--- src/rtl/ternary_neuron_accumulator.sv ---
// Ternary neuron accumulator: sums signed (pos_cnt - neg_cnt) differences
// over a multi-beat evaluation with saturation, then thresholds the final
// sum into a ternary activation presented through a valid/ready handshake.
module ternary_neuron_accumulator #(
  parameter int unsigned ACC_W = 10,
  parameter int signed   T_HI  = 3,
  parameter int signed   T_LO  = -3
) (
  input  logic                    clk,
  input  logic                    rst,
  input  logic                    in_valid,
  output logic                    in_ready,
  input  logic [3:0]              pos_cnt,
  input  logic [3:0]              neg_cnt,
  input  logic                    in_last,
  output logic                    out_valid,
  input  logic                    out_ready,
  output logic [1:0]              out_act,
  output logic signed [ACC_W-1:0] out_acc,
  output logic                    out_sat
);

  typedef enum logic {
    ACCUM = 1'b0,
    HOLD  = 1'b1
  } state_t;

  localparam logic signed [ACC_W-1:0] ACC_MAX = {1'b0, {(ACC_W-1){1'b1}}};
  localparam logic signed [ACC_W-1:0] ACC_MIN = {1'b1, {(ACC_W-1){1'b0}}};

  state_t                  state;
  logic signed [ACC_W-1:0] acc;
  logic                    sat_flag;

  logic signed [4:0]       diff;
  logic signed [ACC_W:0]   sum_wide;
  logic signed [ACC_W-1:0] nxt;
  logic                    nxt_sat;
  logic [1:0]              nxt_act;
  logic                    beat_fire;

  // Handshake flags decode only the registered state.
  assign in_ready  = (state == ACCUM);
  assign out_valid = (state == HOLD);
  assign beat_fire = in_valid && in_ready;

  // Beat difference, widened sum and saturation, plus threshold decision.
  always_comb begin
    diff     = $signed({1'b0, pos_cnt}) - $signed({1'b0, neg_cnt});
    sum_wide = {acc[ACC_W-1], acc} + {{(ACC_W-4){diff[4]}}, diff};
    nxt      = sum_wide[ACC_W-1:0];
    nxt_sat  = 1'b0;
    if (sum_wide[ACC_W] != sum_wide[ACC_W-1]) begin
      nxt_sat = 1'b1;
      nxt     = sum_wide[ACC_W] ? ACC_MIN : ACC_MAX;
    end
    nxt_act = 2'b00;
    if (nxt > T_HI)
      nxt_act = 2'b01;
    else if (nxt < T_LO)
      nxt_act = 2'b11;
  end

  // Evaluation FSM with registered result outputs.
  always_ff @(posedge clk) begin
    if (rst) begin
      state    <= ACCUM;
      acc      <= '0;
      sat_flag <= 1'b0;
      out_act  <= 2'b00;
      out_acc  <= '0;
      out_sat  <= 1'b0;
    end else begin
      case (state)
        ACCUM: begin
          if (beat_fire) begin
            if (in_last) begin
              out_acc  <= nxt;
              out_act  <= nxt_act;
              out_sat  <= sat_flag | nxt_sat;
              acc      <= '0;
              sat_flag <= 1'b0;
              state    <= HOLD;
            end else begin
              acc      <= nxt;
              sat_flag <= sat_flag | nxt_sat;
            end
          end
        end
        HOLD: begin
          if (out_ready)
            state <= ACCUM;
        end
        default: state <= ACCUM;
      endcase
    end
  end

endmodule

--- config.mk ---
export PLATFORM = sky130hd
export DESIGN_NAME = ternary_neuron_accumulator
export DESIGN_NICKNAME = d
export VERILOG_FILES = /design/src/rtl/ternary_neuron_accumulator.sv
export SDC_FILE = /design/constraint.sdc
export NUM_CORES = 1
export LEC_CHECK = 0
export CAP_MARGIN = 20
export CORE_MARGIN = 1
export CORE_UTILIZATION = 43
export CTS_CLUSTER_SIZE = 16
export DETAILED_ROUTE_END_ITERATION = 7
export PLACE_DENSITY = 0.75
export SLEW_MARGIN = 10
export SYNTH_ARGS = -nofsm -noshare
export SYNTH_HDL_FRONTEND = slang
export SYNTH_SLANG_ARGS = --single-unit
--- constraint.sdc ---
create_clock -name clk -period 6.5 [get_ports clk]
set_clock_uncertainty 0.1 [all_clocks]
set_input_delay 1.3 -clock clk [delete_from_list [all_inputs] [get_ports clk]]
set_output_delay 1.3 -clock clk [all_outputs]
set_load 0.02 [all_outputs]
# Word-level counts from Yosys, hierarchy flattened
# Cells that the tools add are included.
# op_classes
addsub,2
n_mul,0
div_mod_pow,0
magnitude_cmp,2
n_eq_ne,1
shifts,0
muxes,11
bitwise_logic,2
reduce_logical,3
# op_table
operator,n
$mux 10,3
$add 10x5->11,1
$gt 10x3->1 const B,1
$lt 10x3->1 const B,1
$mux 1,5
$sub 4x4->5,1
$mux 2,2
$reduce_and 3->1,1
$pmux 1 s2,1
$reduce_and 2->1,1
$logic_and 1x1->1,1
$ne 1x1->1,1
$not 1->1,1
$or 1x1->1,1
# totals
ff_bits,25
latch_bits,0
mem_bits_rw,0
romBits,0
out_inout_bits,15
word_cells,27
n_memories,0

# Depth between registers and ports, before layout
# Gate-level depths: netlist of the first run.
# logic_depth
word_depth,7
mapped_depth,22
mapped_depth_nobuf,20

# Worst setup path before layout of the first run
# Ideal clock, no wire load.
# synth_path
path_kind,input port to flip-flop
from,in pos_cnt[0]
to,reg out_act[0]
setup_time_ns,0.122
arrival_ns,4.899
required_time_ns,6.278
slack_ns,1.379
cell_stages,20
path_cell_list,inv_1 ha_1 inv_1 fa_1 a21o_1 a21oi_1 ha_1 and4_1 nor2_1 nor3_1 o21ai_0 nand2b_1 xor2_1 ha_1 clkbuf_1 nor2_1 o21ai_0 nor4_1 a41oi_1 a221o_1
# synth_between
elab_chain_len,7
# synth_rtl
item,line_no,source
start: declaration,13,"input logic [3:0] pos_cnt,"
$sub 4x4->5 (*),49,"diff = $signed({1'b0, pos_cnt}) - $signed({1'b0, neg_cnt});"
$add 10x5->11 (*),50,"sum_wide = {acc[ACC_W-1], acc} + {{(ACC_W-4){diff[4]}}, diff};"
$mux 10 or $ne 1x1->1 (tied branches),"55, 53",
$mux 10 (*),53,if (sum_wide[ACC_W] != sum_wide[ACC_W-1]) begin
$lt 10x3->1,60,else if (nxt < T_LO)
$mux 2,60,
$mux 2 (*),58,if (nxt > T_HI)
end signal: assignment,79,out_act <= nxt_act;
end: declaration,18,"output logic [1:0] out_act,"
# Mark *: on every way between the ends. The rest lies on a longest branch, timed or not.
# A chain may end at the register's enable or synchronous reset.

# Worst setup path in the final report of the first run
# layout_path
from,in neg_cnt[0]
to,reg out_act[0]
# layout_between
elab_chain_len,7
# layout_rtl
item,line_no,source
start: declaration,14,"input logic [3:0] neg_cnt,"
$sub 4x4->5 (*),49,
$add 10x5->11 (*),50,
$mux 10 or $ne 1x1->1 (tied branches),"55, 53",
$mux 10 (*),53,
$lt 10x3->1,60,
$mux 2,60,
$mux 2 (*),58,
# Marks and branches as above.

==> results_tabular.tex, run 1 <==
\begin{tabular}{lr}
\hline
Metric & Value \\
\hline
\multicolumn{2}{l}{\textbf{Run status}} \\
Outcome & complete, no violations \\
\multicolumn{2}{l}{\textbf{Power}} \\
Peak ir drop on the vdd network & 0.103 mV \\
Pwr per Cell Area & 287 mW/mm² \\
Lkg Pwr & roughly 0.8 nW \\
Final Total Pwr & 0.000577 W \\
\multicolumn{2}{l}{\textbf{Die}} \\
Overall die area & 0.00414 mm² \\
X dimension of the die & approximately 64 µm \\
Count of boundary I/O pins & 28 \\
Number of rows in the core area & 22 \\
Area inside the core boundary & roughly 0.0037 mm² \\
Die height & roughly 64 µm \\
Initial cell density of the core & a little under half \\
\multicolumn{2}{l}{\textbf{Clock network}} \\
\# hold bufs at CTS & 0 \\
Clk Tree Root Cell & clkbuf\_8 \\
Number of clock sinks seen by CTS & 25 \\
Depth of the CTS H-tree & 1 \\
Num CTS Buffers & 3 \\
Number of post-CTS setup repair buffers & 0 \\
Clk pin slew, worst setup/hold paths & 0.09 ns \\
TritonCTS clock tree & done \\
Clock latency on the worst-skew pair & 0.27 ns \\
Number of gates given a new drive strength after cts & 0 \\
Clk buf depth & 2 \\
\multicolumn{2}{l}{\textbf{Logic synthesis}} \\
Number of instances in the synthesized netlist & 212 \\
Syn avg cell area & 7.88 µm² \\
Number of distinct library cells after synthesis & 40 \\
Number of warning messages in the yosys log & 0 \\
Register bit count reported by yosys & 25 \\
Proportion of synthesized chip area in sequential cells & 29.9\% \\
Synthesized net count & 243 \\
Synth Cell Area & between 0.0015 and 0.002 mm² \\
\multicolumn{2}{l}{\textbf{Timing}} \\
Transition at the pin with the smallest max-transition slack & 0.917 ns \\
Unrepaired setup endpoints after global routing & no \\
Maximum clock rate & 176 MHz \\
Final slew viol count & 0 \\
Share of the cycle needed by the critical path after routing & approximately 88\% \\
Minimum period implied by the final worst setup slack & between 5 and 6 ns \\
Count of final setup violators & 0 \\
Hold Violations, Final & 0 \\
Worst slew margin relative to its limit & between 30\% and 40\% \\
Setup total negative slack & 0 ns \\
\multicolumn{2}{l}{\textbf{Critical path}} \\
WP data arrival & 5.82 ns \\
Highest net fanout along the worst path & 15 \\
Worst Setup End Kind & flop \\
Data required, critical path & roughly 6.6 ns \\
Critical path startpoint category & primary input \\
Path type of the worst setup path & primary input to flop \\
\multicolumn{2}{l}{\textbf{Detailed routing}} \\
Iter 0 DRT Violations & 88 \\
Detailed-router iteration count before antenna repair & 6 \\
Count of unresolved DRC violations after routing & 0 \\
Wire length per cell & 12.2 µm \\
Post-route ant nets & 0 \\
Average via count per standard cell & between 5 and 6 \\
Detailed-route via count & 1509 \\
Routed wire length & 3430 µm \\
\multicolumn{2}{l}{\textbf{Final layout}} \\
Final std cells w/o fill & 282 \\
Area growth syn-to-layout & 20.4\% \\
Number of nets at the end of the flow & 266 \\
Ant. Diodes & 0 \\
Post-layout utilization of the core & 54.6\% \\
Number of fill cells in the layout & 374 \\
Total non-filler cell area in the finished layout & 0.00201 mm² \\
Most common cell after layout, fill and taps aside & clkdlybuf4s50\_1 \\
Most used cells in the layout excluding fill and tap cells & clkdlybuf4s50\_1 (27), nor2\_1 (26), dfxtp\_1 (25), a21oi\_1 (18), nor3\_1 (17) \\
Fraction of final layout cells with drive strength greater than 1 & under 10\% \\
\multicolumn{2}{l}{\textbf{Global route}} \\
Pin count of the biggest net entering global routing & 27 \\
Global-route total usage across every layer & 18.2\% \\
Initial antenna violation count & 0 \\
Via count of the first global-routing pass & 1352 \\
First-pass GRT wire length & 5890 µm \\
Total gr overflow & 0 \\
\multicolumn{2}{l}{\textbf{Run}} \\
Max\_cap viols & 0 \\
\multicolumn{2}{l}{\textbf{Placement}} \\
Port Buf Inserts & 27 \\
Post-Place Cell Area & 0.00197 mm² \\
Placed instance count & 278 \\
HPWL Detailed & 2740 µm \\
Gp weighted congestion & 0.848 \\
\multicolumn{2}{l}{\textbf{Hold path}} \\
Hold/Removal Path Class & flop to flop \\
\hline
\end{tabular}
synthesized netlist by cell type, drive strengths merged:
master | n | area (µm²)
nor2 | 27 | 104
dfxtp | 25 | 500
a21oi | 18 | 90.1
nor3 | 18 | 95.1
ha | 16 | 200
o21ai | 15 | 75.1
inv | 14 | 52.6
nand2 | 13 | 48.8
clkbuf | 8 | 30.0
nand2b | 7 | 43.8
xor2 | 6 | 52.6
a21o | 4 | 30.0
a211oi | 3 | 22.5
nor2b | 3 | 18.8
nor4 | 3 | 18.8
o21a | 3 | 22.5
xnor2 | 3 | 26.3
a22o | 2 | 17.5
a22oi | 2 | 15.0
a311oi | 2 | 17.5
and2 | 2 | 12.5
fa | 2 | 40.0
or4 | 2 | 18.8
a21boi | 1 | 7.51
a221o | 1 | 10.0
a41oi | 1 | 8.76
and3 | 1 | 11.3
and4 | 1 | 8.76
buf | 1 | 5.00
nand3 | 1 | 5.00
nand4bb | 1 | 11.3
o2111a | 1 | 11.3
o211a | 1 | 10.0
o21bai | 1 | 7.51
o22ai | 1 | 6.26
o31a | 1 | 8.76
o31ai | 1 | 7.51
worst paths after layout:
kind,slack (ns),endpoint,start,depth (start not counted)
worst min-delay path,0.36,out_acc[7]$_SDFFE_PP0P_,out_acc[7]$_SDFFE_PP0P_,2
worst max register to register,2.80,out_act[0]$_SDFFE_PP0P_,acc[0]$_SDFFE_PP0P_,12
worst max-delay path,0.81,out_act[0]$_SDFFE_PP0P_,neg_cnt[0],18
worst min register to register,0.36,out_acc[7]$_SDFFE_PP0P_,out_acc[7]$_SDFFE_PP0P_,2
worst max-delay path, stage by stage:
cell and delay, ns:
clkdlybuf4s50_1 0.45, ha_1 0.13, inv_1 0.05, fa_1 0.39, a21o_1 0.17, a21oi_1 0.44, ha_1 0.38, and4_1 0.25
nor2_1 0.11, nor3_1 0.05, o21ai_0 0.15, nand2b_1 0.11, xor2_1 0.15, ha_1 0.44, o21a_1 0.32, or4_1 0.54
a41oi_1 0.23, a221o_1 0.14
through the flow:
step,hold WS (ns),setup slack (ns)
6_report,0.362,0.808
2_1_floorplan,0.336,1.38
3_5_place_dp,0.348,0.501
3_3_place_gp,0.349,0.587
5_1_grt,0.386,0.463
4_1_cts,0.361,0.782
per-layer routing:
metal / part of all wire [%] / wire length [µm] / vias up / GRT usage [%]
li1: - / - / 800 / -
met1: 51 / 1740 / 667 / 24.1
met2: 43 / 1490 / 35 / 29.1
met3: 3.5 / 120 / 7 / 2.50
met4: 2.4 / 81 / 0 / 8.33
met5: 0 / 0 / - / 0
power by group:
part,leakage (nW),switching (W),internal (W)
Combinational,0.592,0.000175,0.000125
Clock,0.0255,0.0000502,0.0000430
Sequential,0.205,0.0000110,0.000173
state kept, by name (all words and copies together) (netlist names):
name / count
out_valid: 1
out_act: 2
out_sat: 1
out_acc: 10
acc: 10
sat_flag: 1
cell families (layout without fill, tap and decap cells):
family / count (synthesis) / after routing / synth area share (%)
flops: 25 / 25 / 29.9
xor+xnor: 9 / 9 / 4.72
buf+inv: 23 / 45 / 5.24
simple gates: 79 / 79 / 23.7
compound gates: 58 / 58 / 22.0
fa+ha+maj: 18 / 18 / 14.4
final cells by class:
cell class                 instances  area (µm²)  area share, %
multi-input combinational        164        1080           53.8
sequential                        25         500           24.9
timing repair buffer              27         270           13.4
tap                               48        60.1           2.98
inverter                          14        52.6           2.61
clock buffer                       3        41.3           2.05
clock inverter                     1        5.00          0.249
(Power assumes the default switching activity.)
==> run 2: changes to the inputs <==
--- a/config.mk
+++ b/config.mk
@@ -10,6 +10,7 @@
 export CORE_UTILIZATION = 43
 export CTS_CLUSTER_SIZE = 16
 export DETAILED_ROUTE_END_ITERATION = 7
+export GPL_TIMING_DRIVEN = 0
 export PLACE_DENSITY = 0.75
 export SLEW_MARGIN = 10
 export SYNTH_ARGS = -nofsm -noshare
==> results_tabular.tex, run 2 (synthesized netlist as in run 1, its figures left out) <==
\begin{tabular}{lr}
\hline
Metric & Value \\
\hline
\multicolumn{2}{l}{\textbf{Final layout}} \\
Most used cells in the layout excluding fill and tap cells & nor2\_1 (26), clkdlybuf4s50\_1 (26), dfxtp\_1 (25), a21oi\_1 (18), nor3\_1 (17) \\
Number of nets at the end of the flow & 274 (+3.0\%) \\
FF/Latch Area & 500 µm² (unchanged) \\
Area growth syn-to-layout & 21.9\% \\
Top Registers & acc (10), out\_acc (10), out\_act (2) \\
Combined area of the multi-input logic cells & 0.00108 mm² (unchanged) \\
Number of fill cells in the layout & 369 (-1.3\%) \\
Fraction of final layout cells with drive strength greater than 1 & 3.72\% (+0.30 points) \\
Ant. Diodes & 0 (unchanged) \\
\multicolumn{2}{l}{\textbf{Clock network}} \\
Clk pin slew, worst setup/hold paths & 0.09 ns (about the same) \\
Num CTS Buffers & 3 (unchanged) \\
Number of clock sinks seen by CTS & 25 (unchanged) \\
TritonCTS clock tree & done \\
Number of gates given a new drive strength after cts & 0 (unchanged) \\
Clk Tree Root Cell & clkbuf\_8 \\
Clk buf depth & 2 (unchanged) \\
Number of post-CTS setup repair buffers & 0 (unchanged) \\
\# hold bufs at CTS & 0 (unchanged) \\
Clock latency on the worst-skew pair & 0.27 ns (about the same) \\
Depth of the CTS H-tree & 1 (unchanged) \\
\multicolumn{2}{l}{\textbf{Die}} \\
Count of boundary I/O pins & 28 (unchanged) \\
Overall die area & 0.00414 mm² (unchanged) \\
X dimension of the die & 64.4 µm (unchanged) \\
Area inside the core boundary & 0.00369 mm² (unchanged) \\
Number of rows in the core area & 22 (unchanged) \\
Die height & 64.4 µm (unchanged) \\
Initial cell density of the core & 45.3\% (unchanged) \\
\multicolumn{2}{l}{\textbf{Global route}} \\
Total gr overflow & 0 (unchanged) \\
Pin count of the biggest net entering global routing & 15 (-44\%) \\
Via count of the first global-routing pass & 1368 (+1.2\%) \\
First-pass GRT wire length & 6130 µm (+4.1\%) \\
Global-route total usage across every layer & 18.5\% (+0.24 points) \\
Initial antenna violation count & 0 (unchanged) \\
\multicolumn{2}{l}{\textbf{Timing}} \\
Maximum clock rate & 167 MHz (-5.0\%) \\
Hold Violations, Final & 0 (unchanged) \\
Final slew viol count & 0 (unchanged) \\
Share of the cycle needed by the critical path after routing & 92.1\% (+4.6 points) \\
Unrepaired setup endpoints after global routing & no \\
Setup ws final & 0.511 ns (-0.297 ns) \\
Worst slew margin relative to its limit & 58.6\% (+20 points) \\
Transition at the pin with the smallest max-transition slack & 0.620 ns (-0.296 ns) \\
Setup total negative slack & 0 ns (unchanged) \\
Count of final setup violators & 0 (unchanged) \\
Minimum period implied by the final worst setup slack & 5.99 ns (+0.297 ns) \\
\multicolumn{2}{l}{\textbf{Detailed routing}} \\
Total met3 wirelength after detailed routing & 75 µm (-38\%) \\
Detailed route wirelength on metal2 & 1640 µm (+10\%) \\
Routed wire length & 3610 µm (+5.1\%) \\
Count of unresolved DRC violations after routing & 0 (unchanged) \\
Post-route ant nets & 0 (unchanged) \\
Wire length per cell & 12.4 µm (+2.2\%) \\
Met1 Wirelength & 1840 µm (+5.9\%) \\
Iter 0 DRT Violations & 60 (-32\%) \\
Detailed-router iteration count before antenna repair & 4 (-2) \\
Top Metal Used & met4 \\
Detailed-route via count & 1568 (+3.9\%) \\
Average via count per standard cell & 5.41 (+1.0\%) \\
\multicolumn{2}{l}{\textbf{Placement}} \\
HPWL Detailed & 2860 µm (+4.4\%) \\
Port Buf Inserts & 26 (-3.7\%) \\
Gp weighted congestion & 0.842 (-0.65\%) \\
Worst-case setup slack after placement & 0.263 ns (-0.238 ns) \\
\multicolumn{2}{l}{\textbf{Power}} \\
Peak ir drop on the vdd network & 0.0953 mV (-7.9\%) \\
Pwr per Cell Area & 288 mW/mm² (+0.25\%) \\
Lkg Pwr & 0.832 nW (+1.2\%) \\
\multicolumn{2}{l}{\textbf{Critical path}} \\
Register-to-register setup slack & 2.65 ns (-0.15 ns) \\
WP data arrival & 6.05 ns (+0.23 ns) \\
Ordered cell list for the critical path & clkdlybuf4s50\_1 -> ha\_1 -> inv\_1 -> fa\_1 -> a21o\_1 -> a21oi\_1 -> ha\_1 -> and4\_1 -> nor2\_1 -> nor3\_1 -> o21ai\_0 -> nand2b\_1 -> xor2\_1 -> ha\_1 -> clkbuf\_1 -> nor2\_1 -> o21ai\_0 -> nor4\_1 -> a41oi\_1 -> a221o\_1 \\
Data required, critical path & 6.56 ns (-0.06 ns) \\
Worst Setup End Kind & flop \\
Most frequent cell on the critical path & ha\_1 \\
Highest net fanout along the worst path & 10 (-5) \\
Path type of the worst setup path & primary input to flop \\
Critical path startpoint category & primary input \\
Library cell contributing the largest single delay on the critical path & a21oi\_1 \\
Largest stage delay on the critical path & 0.51 ns (-0.03 ns) \\
\multicolumn{2}{l}{\textbf{Hold path}} \\
Hold/Removal Path Class & flop to flop \\
\multicolumn{2}{l}{\textbf{Run status}} \\
Outcome & complete, no violations \\
\multicolumn{2}{l}{\textbf{Run}} \\
Max\_cap viols & 0 (unchanged) \\
\hline
\end{tabular}
==> run 2: changes by cell type in the layout (fill, tap and decap cells not counted) <==
cell	previous run	this run
clkbuf_1	0	8
buf_2	0	1
clkdlybuf4s50_1	27	26
==> run 2: stage by stage <==
stage / instances / area (µm²) / hold slack (ns) / power [W] / utilization [%]
global route: 290 / 2040 / 0.380 / 0.000629 / 55.3
finish: 290 / 2040 / 0.357 / 0.000586 / 55.3
floorplan: 212 / 1670 / 0.336 / 0.000413 / -
detailed placement: 286 / 1990 / 0.343 / 0.000492 / 54.0
CTS: 290 / 2040 / 0.365 / 0.000587 / 55.3
global placement: 286 / 1990 / 0.341 / 0.000488 / 54.0
==> run 2: final cells by class <==
| cell class | count | share of cell area [%] |
|---|---|---|
| Buffer | 9 | 1.72 |
| Clock buffer | 3 | 2.03 |
| Sequential cell | 25 | 24.6 |
| Clock inverter | 1 | 0.246 |
| Inverter | 14 | 2.58 |
| Timing Repair Buffer | 26 | 12.8 |
| Multi-Input combinational cell | 164 | 53.2 |
| Tap cell | 48 | 2.95 |
==> run 2: final timing paths <==
check | startpoint | to | cells after the start
min | out_act[1]$_SDFFE_PP0P_ | out_act[1]$_SDFFE_PP0P_ | 1
max | neg_cnt[0] | out_act[0]$_SDFFE_PP0P_ | 20
max reg2reg | acc[0]$_SDFFE_PP0P_ | out_act[0]$_SDFFE_PP0P_ | 14
min reg2reg | out_act[1]$_SDFFE_PP0P_ | out_act[1]$_SDFFE_PP0P_ | 1
==> run 2: where the power goes <==
part / leakage (nW) / internal, W / switching [W]
registers: 0.205 / 0.000173 / 0.0000106
logic: 0.601 / 0.000127 / 0.000180
clock network: 0.0255 / 0.0000429 / 0.0000519
total: 0.832 / 0.000343 / 0.000243
==> run 2: routing by layer <==
metal,track usage (%),vias to the layer above
li1,-,811
met5,0,-
met4,5.00,0
met1,24.6,714
met2,32.0,38
met3,1.07,5
==> run 2: worst max-delay path: cells and delay by family <==
family                     cells  cell delay [ns]
AOI/OAI and AO/OA              6             1.49
xor gates and xnor gates       1             0.16
adders and majority gates      4             1.25
buffers and inverters          3             0.77
and+or+nand+nor                6             1.09
